$ cat src/rtl/riscv_pkg.sv
// RV32I decode-stage types: control bundle, ALU/MD encodings, opcode and funct7 constants.
package riscv_pkg;

    localparam int unsigned CTRL_W = 19;

    localparam logic [6:0] OPC_OP     = 7'b0110011;
    localparam logic [6:0] OPC_OP_IMM = 7'b0010011;
    localparam logic [6:0] OPC_LOAD   = 7'b0000011;
    localparam logic [6:0] OPC_STORE  = 7'b0100011;
    localparam logic [6:0] OPC_BRANCH = 7'b1100011;
    localparam logic [6:0] OPC_JAL    = 7'b1101111;
    localparam logic [6:0] OPC_JALR   = 7'b1100111;
    localparam logic [6:0] OPC_LUI    = 7'b0110111;
    localparam logic [6:0] OPC_AUIPC  = 7'b0010111;

    localparam logic [6:0] F7_BASE   = 7'b0000000;
    localparam logic [6:0] F7_ALT    = 7'b0100000;
    localparam logic [6:0] F7_MULDIV = 7'b0000001;

    localparam logic [3:0] ALU_ADD  = 4'd0;
    localparam logic [3:0] ALU_SUB  = 4'd1;
    localparam logic [3:0] ALU_SLL  = 4'd2;
    localparam logic [3:0] ALU_SLT  = 4'd3;
    localparam logic [3:0] ALU_SLTU = 4'd4;
    localparam logic [3:0] ALU_XOR  = 4'd5;
    localparam logic [3:0] ALU_SRL  = 4'd6;
    localparam logic [3:0] ALU_SRA  = 4'd7;
    localparam logic [3:0] ALU_OR   = 4'd8;
    localparam logic [3:0] ALU_AND  = 4'd9;

    typedef enum logic [2:0] {
        MD_MUL, MD_MULH, MD_MULHSU, MD_MULHU, MD_DIV, MD_DIVU, MD_REM, MD_REMU
    } md_op_e;

    typedef struct packed {
        logic       reg_write;
        logic [3:0] alu_ctrl;
        logic [1:0] alu_src_a;
        logic       alu_src;
        logic       mem_write;
        logic [1:0] mem_to_reg;
        logic       branch;
        logic       jump;
        logic       jalr;
        logic       md_en;
        logic [2:0] md_op;
        logic       illegal;
    } ctrl_t;

    // ALU op for R/I arithmetic; alt selects SUB (funct3=000) or SRA (funct3=101)
    function automatic logic [3:0] alu_from_f3(input logic [2:0] f3, input logic alt);
        case (f3)
            3'b000:  return alt ? ALU_SUB : ALU_ADD;
            3'b001:  return ALU_SLL;
            3'b010:  return ALU_SLT;
            3'b011:  return ALU_SLTU;
            3'b100:  return ALU_XOR;
            3'b101:  return alt ? ALU_SRA : ALU_SRL;
            3'b110:  return ALU_OR;
            default: return ALU_AND;
        endcase
    endfunction

endpackage

$ cat src/rtl/decode_ctrl_stage_if.sv
// Fetch-side and EX-side handshake bundle of the decode stage.
interface decode_ctrl_stage_if
    import riscv_pkg::*;
#(
    parameter int unsigned XLEN  = 32,
    parameter int unsigned DEPTH = 2
);
    localparam int unsigned OCC_W = $clog2(DEPTH) + 1;

    logic             flush;
    logic             in_valid;
    logic             in_ready;
    logic [31:0]      in_instr;
    logic [XLEN-1:0]  in_pc;
    logic             out_valid;
    logic             out_ready;
    ctrl_t            out_ctrl;
    logic [31:0]      out_instr;
    logic [XLEN-1:0]  out_pc;
    logic [OCC_W-1:0] occupancy;

    modport master (
        output flush, in_valid, in_instr, in_pc, out_ready,
        input  in_ready, out_valid, out_ctrl, out_instr, out_pc, occupancy
    );

    modport slave (
        input  flush, in_valid, in_instr, in_pc, out_ready,
        output in_ready, out_valid, out_ctrl, out_instr, out_pc, occupancy
    );
endinterface

$ cat src/rtl/instr_decoder.sv
// Combinational RV32I instruction decoder; RV32M decode enabled by macro RV32M_EN.
module instr_decoder
    import riscv_pkg::*;
(
    input  logic [31:0] instr,
    output ctrl_t       ctrl_c
);
    logic [6:0] opcode;
    logic [2:0] funct3;
    logic [6:0] funct7;
    logic       illegal_c;
    logic       unused_bits;

    assign opcode      = instr[6:0];
    assign funct3      = instr[14:12];
    assign funct7      = instr[31:25];
    assign unused_bits = ^{instr[24:15], instr[11:7]};

    // Opcode decode; illegal encodings collapse to a bundle carrying only the illegal flag
    always_comb begin
        ctrl_c    = '0;
        illegal_c = 1'b0;
        case (opcode)
            OPC_OP: begin
                if (funct7 == F7_BASE || funct7 == F7_ALT) begin
                    ctrl_c.reg_write = 1'b1;
                    ctrl_c.alu_ctrl  = alu_from_f3(funct3, funct7[5]);
                end
`ifdef RV32M_EN
                else if (funct7 == F7_MULDIV) begin
                    ctrl_c.reg_write = 1'b1;
                    ctrl_c.alu_ctrl  = ALU_ADD;
                    ctrl_c.md_en     = 1'b1;
                    ctrl_c.md_op     = funct3;
                end
`endif
                else begin
                    illegal_c = 1'b1;
                end
            end
            OPC_OP_IMM: begin
                ctrl_c.reg_write = 1'b1;
                ctrl_c.alu_src   = 1'b1;
                ctrl_c.alu_ctrl  = alu_from_f3(funct3, funct7[5] & (funct3 == 3'b101));
            end
            OPC_LOAD: begin
                ctrl_c.reg_write  = 1'b1;
                ctrl_c.alu_src    = 1'b1;
                ctrl_c.mem_to_reg = 2'b01;
                ctrl_c.alu_ctrl   = ALU_ADD;
            end
            OPC_STORE: begin
                ctrl_c.mem_write = 1'b1;
                ctrl_c.alu_src   = 1'b1;
                ctrl_c.alu_ctrl  = ALU_ADD;
            end
            OPC_BRANCH: begin
                ctrl_c.branch = 1'b1;
                case (funct3[2:1])
                    2'b00:   ctrl_c.alu_ctrl = ALU_SUB;
                    2'b10:   ctrl_c.alu_ctrl = ALU_SLT;
                    2'b11:   ctrl_c.alu_ctrl = ALU_SLTU;
                    default: illegal_c = 1'b1;
                endcase
            end
            OPC_JAL: begin
                ctrl_c.reg_write  = 1'b1;
                ctrl_c.jump       = 1'b1;
                ctrl_c.mem_to_reg = 2'b10;
            end
            OPC_JALR: begin
                ctrl_c.reg_write  = 1'b1;
                ctrl_c.jalr       = 1'b1;
                ctrl_c.alu_src    = 1'b1;
                ctrl_c.mem_to_reg = 2'b10;
                ctrl_c.alu_ctrl   = ALU_ADD;
            end
            OPC_LUI: begin
                ctrl_c.reg_write = 1'b1;
                ctrl_c.alu_src_a = 2'b10;
                ctrl_c.alu_src   = 1'b1;
                ctrl_c.alu_ctrl  = ALU_ADD;
            end
            OPC_AUIPC: begin
                ctrl_c.reg_write = 1'b1;
                ctrl_c.alu_src_a = 2'b01;
                ctrl_c.alu_src   = 1'b1;
                ctrl_c.alu_ctrl  = ALU_ADD;
            end
            default: illegal_c = 1'b1;
        endcase
        if (illegal_c) begin
            ctrl_c         = '0;
            ctrl_c.illegal = 1'b1;
        end
    end
endmodule

$ cat src/rtl/decode_ctrl_stage.sv
// Decode stage: decodes accepted instructions and buffers {ctrl, instr, pc} in a DEPTH-entry FIFO.
// Optional RV32M decode is enabled by defining RV32M_EN.
module decode_ctrl_stage
    import riscv_pkg::*;
#(
    parameter int unsigned XLEN  = 32,
    parameter int unsigned DEPTH = 2
) (
    input  logic                clk,
    input  logic                rst_n,
    decode_ctrl_stage_if.slave  bus
);
    localparam int unsigned PTR_W = $clog2(DEPTH);
    localparam int unsigned CNT_W = PTR_W + 1;

    typedef enum logic [1:0] {S_EMPTY, S_PARTIAL, S_FULL} occ_state_e;

    occ_state_e       state_q, state_d;
    logic [CNT_W-1:0] count_q, count_d;
    logic [PTR_W-1:0] wr_ptr_q, wr_ptr_d;
    logic [PTR_W-1:0] rd_ptr_q, rd_ptr_d;
    logic             in_ready_q;
    logic             out_valid_q;
    logic             push_c;
    logic             pop_c;
    ctrl_t            dec_ctrl_c;

    ctrl_t            ctrl_mem  [DEPTH];
    logic [31:0]      instr_mem [DEPTH];
    logic [XLEN-1:0]  pc_mem    [DEPTH];

    instr_decoder u_dec (
        .instr  (bus.in_instr),
        .ctrl_c (dec_ctrl_c)
    );

    assign push_c = bus.in_valid & in_ready_q & ~bus.flush;
    assign pop_c  = out_valid_q & bus.out_ready & ~bus.flush;

    // Occupancy FSM next state, count and pointer updates; flush wins over push/pop
    always_comb begin
        state_d  = state_q;
        count_d  = count_q;
        wr_ptr_d = wr_ptr_q;
        rd_ptr_d = rd_ptr_q;
        if (bus.flush) begin
            state_d  = S_EMPTY;
            count_d  = '0;
            wr_ptr_d = '0;
            rd_ptr_d = '0;
        end else begin
            if (push_c) wr_ptr_d = wr_ptr_q + PTR_W'(1);
            if (pop_c)  rd_ptr_d = rd_ptr_q + PTR_W'(1);
            case (state_q)
                S_EMPTY: begin
                    if (push_c) begin
                        count_d = CNT_W'(1);
                        state_d = S_PARTIAL;
                    end
                end
                S_PARTIAL: begin
                    if (push_c && !pop_c) begin
                        count_d = count_q + CNT_W'(1);
                        if (count_d == CNT_W'(DEPTH)) state_d = S_FULL;
                    end else if (pop_c && !push_c) begin
                        count_d = count_q - CNT_W'(1);
                        if (count_d == '0) state_d = S_EMPTY;
                    end
                end
                S_FULL: begin
                    if (pop_c) begin
                        count_d = count_q - CNT_W'(1);
                        state_d = S_PARTIAL;
                    end
                end
                default: begin
                    state_d = S_EMPTY;
                    count_d = '0;
                end
            endcase
        end
    end

    // State, pointers and registered handshake flags
    always_ff @(posedge clk or negedge rst_n) begin
        if (!rst_n) begin
            state_q     <= S_EMPTY;
            count_q     <= '0;
            wr_ptr_q    <= '0;
            rd_ptr_q    <= '0;
            in_ready_q  <= 1'b1;
            out_valid_q <= 1'b0;
        end else begin
            state_q     <= state_d;
            count_q     <= count_d;
            wr_ptr_q    <= wr_ptr_d;
            rd_ptr_q    <= rd_ptr_d;
            in_ready_q  <= (state_d != S_FULL);
            out_valid_q <= (state_d != S_EMPTY);
        end
    end

    // Entry storage; contents are don't-care while not counted as occupied
    always_ff @(posedge clk) begin
        if (push_c) begin
            ctrl_mem[wr_ptr_q]  <= dec_ctrl_c;
            instr_mem[wr_ptr_q] <= bus.in_instr;
            pc_mem[wr_ptr_q]    <= bus.in_pc;
        end
    end

    assign bus.in_ready  = in_ready_q;
    assign bus.out_valid = out_valid_q;
    assign bus.out_ctrl  = out_valid_q ? ctrl_mem[rd_ptr_q]  : '0;
    assign bus.out_instr = out_valid_q ? instr_mem[rd_ptr_q] : '0;
    assign bus.out_pc    = out_valid_q ? pc_mem[rd_ptr_q]    : '0;
    assign bus.occupancy = count_q;
endmodule
$ cat src/flat_wrapper.sv
// flat-port wrapper written by rule: the top's interface ports become plain ports
module decode_ctrl_stage_flat import riscv_pkg::*;
#(
    parameter int unsigned XLEN  = 32,
    parameter int unsigned DEPTH = 2
)
  (clk, rst_n, bus_flush, bus_in_valid, bus_in_instr, bus_in_pc, bus_out_ready, bus_in_ready, bus_out_valid, bus_out_ctrl, bus_out_instr, bus_out_pc, bus_occupancy);
  decode_ctrl_stage_if #(.XLEN(XLEN), .DEPTH(DEPTH)) bus_i ();
  input  logic clk;
  input  logic rst_n;
  input wire logic [$bits(bus_i.flush)-1:0] bus_flush;
  input wire logic [$bits(bus_i.in_valid)-1:0] bus_in_valid;
  input wire logic [$bits(bus_i.in_instr)-1:0] bus_in_instr;
  input wire logic [$bits(bus_i.in_pc)-1:0] bus_in_pc;
  input wire logic [$bits(bus_i.out_ready)-1:0] bus_out_ready;
  output wire logic [$bits(bus_i.in_ready)-1:0] bus_in_ready;
  output wire logic [$bits(bus_i.out_valid)-1:0] bus_out_valid;
  output wire logic [$bits(bus_i.out_ctrl)-1:0] bus_out_ctrl;
  output wire logic [$bits(bus_i.out_instr)-1:0] bus_out_instr;
  output wire logic [$bits(bus_i.out_pc)-1:0] bus_out_pc;
  output wire logic [$bits(bus_i.occupancy)-1:0] bus_occupancy;
  assign bus_i.flush = bus_flush;
  assign bus_i.in_valid = bus_in_valid;
  assign bus_i.in_instr = bus_in_instr;
  assign bus_i.in_pc = bus_in_pc;
  assign bus_i.out_ready = bus_out_ready;
  assign bus_in_ready = bus_i.in_ready;
  assign bus_out_valid = bus_i.out_valid;
  assign bus_out_ctrl = bus_i.out_ctrl;
  assign bus_out_instr = bus_i.out_instr;
  assign bus_out_pc = bus_i.out_pc;
  assign bus_occupancy = bus_i.occupancy;
  decode_ctrl_stage #(.XLEN(XLEN), .DEPTH(DEPTH)) u_core (.clk(clk), .rst_n(rst_n), .bus(bus_i));
endmodule
$ cat config.mk
export PLATFORM = sky130hd
export DESIGN_NAME = decode_ctrl_stage_flat
export DESIGN_NICKNAME = d
export VERILOG_FILES = /design/src/rtl/riscv_pkg.sv /design/src/rtl/decode_ctrl_stage_if.sv /design/src/rtl/instr_decoder.sv /design/src/rtl/decode_ctrl_stage.sv /design/src/flat_wrapper.sv
export SDC_FILE = /design/constraint.sdc
export NUM_CORES = 1
export LEC_CHECK = 0
export BUFFER_PORTS_ARGS = -buffer_cell sky130_fd_sc_hd__buf_2
export CORE_MARGIN = 4
export CORE_UTILIZATION = 30
export CTS_CLUSTER_DIAMETER = 80
export DETAILED_ROUTE_END_ITERATION = 12
export GPL_ROUTABILITY_DRIVEN = 0
export PLACE_DENSITY = 0.49
export SKIP_LAST_GASP = 1
export SYNTH_ARGS = -nofsm -noshare
export SYNTH_HDL_FRONTEND = slang
export SYNTH_SLANG_ARGS = --single-unit
$ cat constraint.sdc
create_clock -name clk -period 5.1 [get_ports clk]
set_input_delay 0.255 -clock clk [delete_from_list [all_inputs] [get_ports clk]]
set_output_delay 0.255 -clock clk [all_outputs]
set_load 0.01 [all_outputs]
# ---- After elaboration in Yosys (flattened, before gate mapping)
# Memory sizes are Yosys's and may differ from the RTL's.
# Cells that the tools add are included.
dict set report totals {
  memories 3
  in_bits 69
  ff_bits 8
  word_cells 107
  ramBits 166
  out_inout_bits 87
}
dict set report op_classes {
  reduce_logical 19
  n_bitwise 6
  muxes 44
  eq_ne 25
  addsub 4
}
# memory depth word_bits read_ports rd_clocked_by_memory_dff wr line_no
set memory_table {}
lappend memory_table {u_core.instr_mem 2 32 1 0 1 decode_ctrl_stage.sv:29} ;# logic [31:0] instr_mem [DEPTH];
lappend memory_table {u_core.pc_mem 2 32 1 0 1 decode_ctrl_stage.sv:30} ;# logic [XLEN-1:0] pc_mem [DEPTH];
lappend memory_table {u_core.ctrl_mem 2 19 1 0 1 decode_ctrl_stage.sv:28} ;# ctrl_t ctrl_mem [DEPTH];
# operator count
set op_table {}
lappend op_table {{$mux W32} 2}
lappend op_table {{$pmux W4 S7} 2}
lappend op_table {{$mux W19} 2}
lappend op_table {{$eq A7 B6 Y1 const B} 4}
lappend op_table {{$mux W2} 12}
lappend op_table {{$eq A7 B7 Y1 const B} 3}
lappend op_table {{$mux W1} 17}
lappend op_table {{$eq A7 B5 Y1 const B} 2}
lappend op_table {{$pmux W2 S3} 2}
lappend op_table {{$pmux W4 S3} 1}
lappend op_table {{$reduce_or A6 Y1} 2}
lappend op_table {{$eq A3 B3 Y1 const B} 3}
lappend op_table {{$pmux W3 S3} 1}
lappend op_table {{$eq A2 B2 Y1 const B} 4}
lappend op_table {{$pmux W2 S2} 2}
lappend op_table {{$eq A7 B2 Y1 const B} 1}
lappend op_table {{$logic_not A7 Y1} 1}
lappend op_table {{$reduce_or A7 Y1} 1}
lappend op_table {{$eq A3 B2 Y1 const B} 2}
lappend op_table {{$logic_not A2 Y1} 3}
lappend op_table {{$ne A3 B2 Y1 const B} 2}
lappend op_table {{$reduce_bool A2 Y1} 3}
lappend op_table {{$and A1 B1 Y1} 5}
lappend op_table {{$mux W5} 1}
lappend op_table {{other kinds (17)} 20}

# ---- Longest topological paths before layout
# Gate-level depths: netlist (run 1).
dict set report logic_depth {
  ltp_word 9
  mapped_depth 8
  ltp_nobuf 7
}

# ---- Hierarchy
# Synthesis (run 1) repeated with hierarchy kept, for this count alone.
dict set report unflattened {
  hier_cells 462
  area_unflattened_um2 7345.8
}
# mod instances area_per_inst_um2 seq_area_each_um2 cells_each
set modules_own_cells {}
lappend modules_own_cells {decode_ctrl_stage 1 6961.7 5186.2 405}
lappend modules_own_cells {instr_decoder 1 384.1 0.0 57}

# ---- Worst setup path after synthesis (run 1)
# No wires, ideal clock.
dict set report synth_path {
  path_type {reg2reg}
  from {register u_core.in_ready_q (netlist: u_core.bus.in_ready)}
  to {memory u_core.ctrl_mem[0][0] (netlist name) (enable)}
  setup_slack_ps 392
  required_ps 4583
  path_stages_with_launch 5
  period_less_slack_ps 4708
  t_arrival_ps 4192
  setup_time_ps 517
  n_path_buf 0
  cell_sequence {dfstp_2 nand2_1 nor2_1 inv_1 nor2_1}
}
dict set report synth_via {
  elab_chain_cells 4
}
# item line_no
set synth_rtl {}
lappend synth_rtl {{from (decl)} decode_ctrl_stage.sv:22} ;# logic in_ready_q;
lappend synth_rtl {{from (signal assigned)} decode_ctrl_stage.sv:98} ;# in_ready_q <= (state_d != S_FULL);
lappend synth_rtl {{$and A1 B1 Y1 (2 in series)} decode_ctrl_stage.sv:37} ;# assign push_c = bus.in_valid & in_ready_q & ~bus.flush;
lappend synth_rtl {{$mux W1} decode_ctrl_stage.sv:105} ;# if (push_c) begin
lappend synth_rtl {{$mux W1 (implied by the code)} decode_ctrl_stage.sv:106} ;# ctrl_mem[wr_ptr_q] <= dec_ctrl_c;
lappend synth_rtl {{to (decl)} decode_ctrl_stage.sv:28}
# Every way passes these cells.

# ---- Worst setup path in the final report (run 1)
dict set report layout_path {
  from {register u_core.rd_ptr_q}
  to {output port bus_out_pc[31]}
}
dict set report layout_via {
  elab_chain_cells 2
}
# item line_no
set layout_rtl {}
lappend layout_rtl {{from (decl)} decode_ctrl_stage.sv:21} ;# logic [PTR_W-1:0] rd_ptr_q, rd_ptr_d;
lappend layout_rtl {{from (signal assigned)} decode_ctrl_stage.sv:97} ;# rd_ptr_q <= rd_ptr_d;
lappend layout_rtl {{$mem_v2 Z2 W32} --}
lappend layout_rtl {{$mux W32} decode_ctrl_stage.sv:116} ;# assign bus.out_pc = out_valid_q ? pc_mem[rd_ptr_q] : '0;
lappend layout_rtl {{to (decl)} flat_wrapper.sv:20} ;# output wire logic [$bits(bus_i.out_pc)-1:0] bus_out_pc;
# Every way passes these cells.

==> impl_metrics.toml, run 1 <==
[outcome]
status = "completed"

[cells_and_area]
layout.nets = 671
final_core_util_pct = 38.2
layout-drive-gt1-share_pct = 32.4
area_growth_pct = 24.4
final_common_cell = "edfxtp_1"
final_cell_mix = "158 x edfxtp_1, 151 x buf_2, 80 x mux2i_1, 80 x nor2b_1, 17 x clkbuf_16"

[logic_synthesis]
synth_edf_count = 158
syn_area_sq_um = 7000
seq_area_frac_synth_pct = 70.7
yosys_register_bits = 166
ys_types = 47
syn_inst = 447
yosysWarningCount = 0
synthFlopType = "edfxtp_1"
async_flop_share_pct = 4.82
syn_avg_cell_area_sq_um = 15.7

[setup_path]
worstPathArrival_ns = 2.55
crit_required_ns = 4.85
crit_path_end_kind = "primary output"
critPathMaxFanout = 55
start_kind = "flop"
crit_type = "reg -> out"
r2r_start = "u_core.bus.in_ready$_DFF_PN1_"
crit_start = "u_core.rd_ptr_q$_DFFE_PN0P_"

[timing]
finalHoldViolCount = 0
rsz0062_at_grt = "false"
clock_skew_ns = 0.00687
setup_slack_ns = 2.30
max_slew_margin_pct = 23.4
worst_pin_slew_ns = 1.15
fin_tns_setup_ns = 0
min_period_ns = 2.80
post-route-period-util_pct = 54.9
finalSetupViolations = 0
slew_violations = 0
fmax_ghz = 0.357

[min_path]
min_path_type = "in -> reg"
hp-start = "bus_in_instr[16]"

[floorplanning]
start_util_pct = 30.7
die_h_um = 161
dieArea_sq_um = 25800
fp-row-count = 55
die_w_um = 161
core_sq_um = 22800
ios = 156

[pwr]
p_leak_nw = 3.21
max-vdd-ir-drop_mv = 0.193
power_density_nw_per_um2 = 367

[placement]
dp_hpwl_um = 9770
preCtsSetupSlack_ns = 2.62
port_buffers = 151

[routing]
postRouteAntennaNets = 0
drc = 0
routed_wl_um = 15300
routedWlPerCell_um = 16.5
via_per_inst = 4.43
firstDrtPassIters = 4
via_count = 4111
drt-initial-drc-count = 232

[job]
drv_cap = 0

[cts]
clock_sinks = 166
htreeDepth = 4
clk_path_buf_depth = 2
numCtsBuffers = 17
cts_root_buf = "clkbuf_16"
cts_resized = 0
cts_tree = "done"
clk_pin_slew_worst_paths_ns = 0.06
clkLatencyLatePin_ns = 0.41

[grt]
grt_antenna_before_repair = 3
grt-ovfl-total = 0
grt_max_degree = 82
grt_pass1_wl_um = 23700
grt_pass1_vias = 4404
grt_usage_pct = 11.8
## Yosys cell counts, drive strengths merged, types with 5 or more instances
cell,n,area [sq um]
a21oi,5,25.0
clkbuf,10,37.5
nand2,10,40.0
dfrtp,7,175
nand2b,7,51.3
nor2b,80,500
mux2i,80,801
inv,9,33.8
edfxtp,158,4740
buf,16,90.1
nand3,6,30.0
nor2,14,60.1
nor3,5,25.0
## kinds of logic (layout without fill, tap and decap cells)
kind of cell / Yosys count / after routing / synth area share (%)
xor+xnor: 2 / 2 / 0.250
simple gates: 134 / 134 / 11.9
compound gates: 26 / 26 / 2.83
mux: 80 / 80 / 11.4
other cells: 1 / 6 / 0.0536
fa+ha+maj: 3 / 3 / 0.537
flops: 166 / 166 / 70.7
buf+inv: 35 / 197 / 2.31
## final timing paths
check	end	slack, ns	cells past startpoint
max	bus_out_pc[31]	2.30	4
min	u_core.instr_mem[1][16]$_DFFE_PP_	0.03	1
max reg2reg	u_core.pc_mem[1][5]$_DFFE_PP_	2.66	4
min reg2reg	u_core.bus.occupancy[1]$_DFFE_PN0P_	0.57	2
max in group asynchronous	u_core.bus.in_ready$_DFF_PN1_	4.64	2
min in group asynchronous	u_core.wr_ptr_q$_DFFE_PN0P_	0.22	2
## cell type report
| cell class | count | area (sq um) |
|---|---|---|
| Antenna cell | 2 | 5.00 |
| Inverter | 9 | 33.8 |
| Clock inverter | 14 | 184 |
| Sequential cell | 166 | 4950 |
| Clock buffer | 18 | 429 |
| Fill cell | 2204 | 14100 |
| Tap cell | 313 | 392 |
| Multi-Input combinational cell | 249 | 1910 |
| Timing Repair Buffer | 156 | 796 |
## per-layer routing
metal | track usage (%) | wire (um) | vias up
li1 | - | - | 1950
met1 | 14.2 | 6660 | 2022
met2 | 20.1 | 7580 | 125
met3 | 4.41 | 949 | 12
met4 | 2.83 | 132 | 2
met5 | 0 | 7 | -
## sequential cells by signal, summed over array words and instances (netlist names)
name	cells
u_core.pc_mem	64
u_core.bus.occupancy	2
u_core.state_q	2
u_core.instr_mem	64
u_core.bus.in_ready	1
u_core.wr_ptr_q	1
u_core.ctrl_mem	30
u_core.bus.out_valid	1
u_core.rd_ptr_q	1
## critical path, cell delays in order, from the launching register on
cell	delay, ns
dfrtp_4	1.07
buf_4	0.54
mux2i_1	0.26
nor2b_1	0.07
buf_2	0.14
## power by group
group / internal [mW] / switching, mW / total [mW] / leakage, nW
clock network: 0.816 / 0.515 / 1.33 / 0.296
logic: 0.120 / 0.158 / 0.277 / 1.33
registers: 1.55 / 0.0323 / 1.58 / 1.58
total: 2.49 / 0.705 / 3.19 / 3.21
## timing repair
action,in CTS,in global routing
hold buffers,1,0
hold endpoints to repair,8,0
buffers inserted,0,0
## per-stage QoR
stage | hold slack [ns] | instances | instance area (sq um) | total power [mW]
floorplan | -0.0406 | 450 | 7010 | 1.78
global placement | 0.112 | 892 | 8070 | 1.89
detailed placement | 0.112 | 892 | 8070 | 1.90
CTS | 0.00250 | 925 | 8700 | 3.25
global route | 0.00136 | 927 | 8700 | 3.33
finish | 0.0276 | 927 | 8700 | 3.19
Note: power is estimated with default switching activity, not from simulation.
==> run 2: changes to the inputs <==
- ABC_AREA: unset -> 1
- PLACE_DENSITY: 0.49 -> 0.5
- clock period: 5.1 -> 2.6 ns (I/O delays scaled with it)
==> impl_metrics.toml, run 2 <==
[routing]
routedWlPerCell_um = 15.3
firstDrtPassIters = 7
postRouteAntennaNets = 0
drt-initial-drc-count = 307
via_count = 4820
via_per_inst = 4.47
routed_wl_um = 16600
drc = 0

[pwr]
p_comb_share_pct = 9.8
pwr-share-clk_pct = 38.4
p_leak_nw = 3.71
power_density_nw_per_um2 = 661
internal-power_mw = 4.56
max-vdd-ir-drop_mv = 0.387
p_seq_share_pct = 51.9
power_switching_mw = 1.37
p_sw_share_pct = 23.1

[grt]
grt_pass1_vias = 4819
grt_usage_pct = 13.3
grt_pass1_wl_um = 25500
grt_antenna_before_repair = 0
grt-ovfl-total = 0
grt_max_degree = 43

[timing]
slew_violations = 0
fin_tns_setup_ns = 0
finalHoldViolCount = 0
rsz0062_at_grt = "false"
post-route-period-util_pct = 85.2
worst_pin_slew_ns = 0.671
max_slew_margin_pct = 55.3
finalSetupViolations = 0
min_period_ns = 2.22
fmax_ghz = 0.451
setup_slack_ns = 0.384
clock_skew_ns = 0.00738

[setup_path]
reg2reg_depth = 5
crit_required_ns = 2.47
start_kind = "flop"
critPathMaxFanout = 36
crit_path_end = "bus_out_pc[21]"
crit_type = "reg -> out"
worstPathArrival_ns = 2.09
crit_path_end_kind = "primary output"
crit_start = "u_core.rd_ptr_q$_DFFE_PN0P_"
rrSetupSlack_ns = 0.59
worstReg2RegEnd = "u_core.ctrl_mem[0][13]$_DFFE_PP_"
r2r_start = "u_core.bus.in_ready$_DFF_PN1_"

[cells_and_area]
final_area_sq_um = 8980
regArea_sq_um = 4950
multiInputGateArea_sq_um = 1530
layout.nets = 861
antenna_cells = 0
layout-drive-gt1-share_pct = 25.9
final_cell_mix = "179 x nor2_1, 158 x edfxtp_1, 151 x buf_2, 81 x o21ai_0, 64 x dlygate4sd3_1"
final_common_cell = "nor2_1"
area_growth_pct = 33.7
nFillCells = 2087
top_regs = "u_core.instr_mem x64, u_core.pc_mem x64, u_core.ctrl_mem x30"

[cts]
numCtsBuffers = 17
cts_resized = 0
clk_path_buf_depth = 2
htreeDepth = 4
cts_root_buf = "clkbuf_16"
hold_buffers = 64
cts_tree = "done"
clock_sinks = 166
clkLatencyLatePin_ns = 0.41
clk_pin_slew_worst_paths_ns = 0.06
post_cts_buffers = 0

[placement]
preCtsSetupSlack_ns = 0.576
post_dp_cell_area_sq_um = 7820
port_buffers = 151
dp_hpwl_um = 10900

[logic_synthesis]
synth_area_leaders = "edfxtp_1 71%, nor2_1 10%, o21ai_0 6.0%"
synthFlopType = "edfxtp_1"
yosysWarningCount = 0
syn_inst = 569
syn_avg_cell_area_sq_um = 11.8
yosys_register_bits = 166
syn_area_sq_um = 6720
seq_area_frac_synth_pct = 73.7
synth_edf_count = 158
synth_most_common_cell = "nor2_1"
yosys-top-cells-count = "180 x nor2_1, 158 x edfxtp_1, 81 x o21ai_0"
synth_top_area_share_pct = 70.7
async_flop_share_pct = 4.82
ys_types = 28
synth_top_area_cell = "edfxtp_1"

[min_path]
min_path_type = "in -> reg"

[floorplanning]
core_sq_um = 21900
start_util_pct = 30.7
fp-row-count = 54
die_w_um = 158
dieArea_sq_um = 24800
die_h_um = 158
ios = 156

[job]
drv_cap = 0

[outcome]
status = "completed"
[run 2: cell count changes in the layout (fill, tap and decap cells not counted), moves of 5 or more]
cell           before  now
nor2_1             12  179
o21ai_0             1   81
buf_4               4    9
nand2_1             9   42
dlygate4sd3_1       1   64
nand3_1             6   12
nand2b_1            6    0
mux2i_1            80    0
inv_1               9   23
nor2b_1            80    0
[run 2: stage by stage]
stage / total power [mW] / hold WS, ns / utilization, % / instances
2_1_floorplan: 3.39 / -0.166 / - / 572
3_3_place_gp: 3.64 / -0.0173 / 35.7 / 986
3_5_place_dp: 3.65 / -0.00838 / 35.7 / 986
4_1_cts: 6.02 / 0.00211 / 41.0 / 1079
5_1_grt: 6.19 / 0.0244 / 41.0 / 1079
6_report: 5.93 / 0.0303 / 41.0 / 1079
[run 2: kinds of logic (layout without fill, tap and decap cells)]
logic type,count (synthesis),after routing,synth area share [%]
simple gates,253,253,15.3
flops,166,166,73.7
compound gates,89,89,6.63
other cells,1,4,0.0558
buf+inv,57,284,3.84
fa+ha+maj,3,3,0.559
[run 2: how the worst min path moves through the flow]
stage	cells past startpoint	endpoint	start	slack, ns
5_1_grt	1	u_core.instr_mem[1][5]$_DFFE_PP_	bus_in_instr[5]	0.02
3_3_place_gp	1	u_core.bus.occupancy[0]$_DFFE_PN0P_	rst_n	-0.02
3_5_place_dp	1	u_core.bus.occupancy[1]$_DFFE_PN0P_	rst_n	-0.008
2_1_floorplan	0	u_core.bus.occupancy[0]$_DFFE_PN0P_	rst_n	-0.17
6_report	1	u_core.instr_mem[0][5]$_DFFE_PP_	bus_in_instr[5]	0.03
4_1_cts	1	u_core.instr_mem[0][5]$_DFFE_PP_	bus_in_instr[5]	0.002
[run 2: routing by layer]
layer	part of all wire [%]	global-route usage [%]	up-vias
met4	0.98	4.10	0
met2	48	22.3	145
met3	5.0	2.90	13
li1	-	-	2380
met1	46	17.4	2282
met5	0	0	-
[run 2: critical path, cell delays in order (launching register included)]
cell and delay (ns):
dfrtp_2 0.80, buf_4 0.39, o21ai_0 0.13, nor2_1 0.17, buf_2 0.16
[run 2: area by class of cell]
class | count | share of cell area, %
flip-flops and latches | 166 | 55.1
multi-input cells | 349 | 17.0
repair buffers | 227 | 17.0
clock buffers | 20 | 4.86
well taps | 280 | 3.90
inverters | 28 | 1.21
clock inverters | 9 | 0.919
[run 2: power by group through the flow]
stage | Sequential, mW | Clock, mW | Combinational, mW
6_report | 3.08 | 2.28 | 0.579
3_3_place_gp | 3.13 | 0 | 0.506
5_1_grt | 3.09 | 2.46 | 0.648
3_5_place_dp | 3.14 | 0 | 0.516
4_1_cts | 3.08 | 2.35 | 0.593
2_1_floorplan | 3.12 | 0 | 0.273
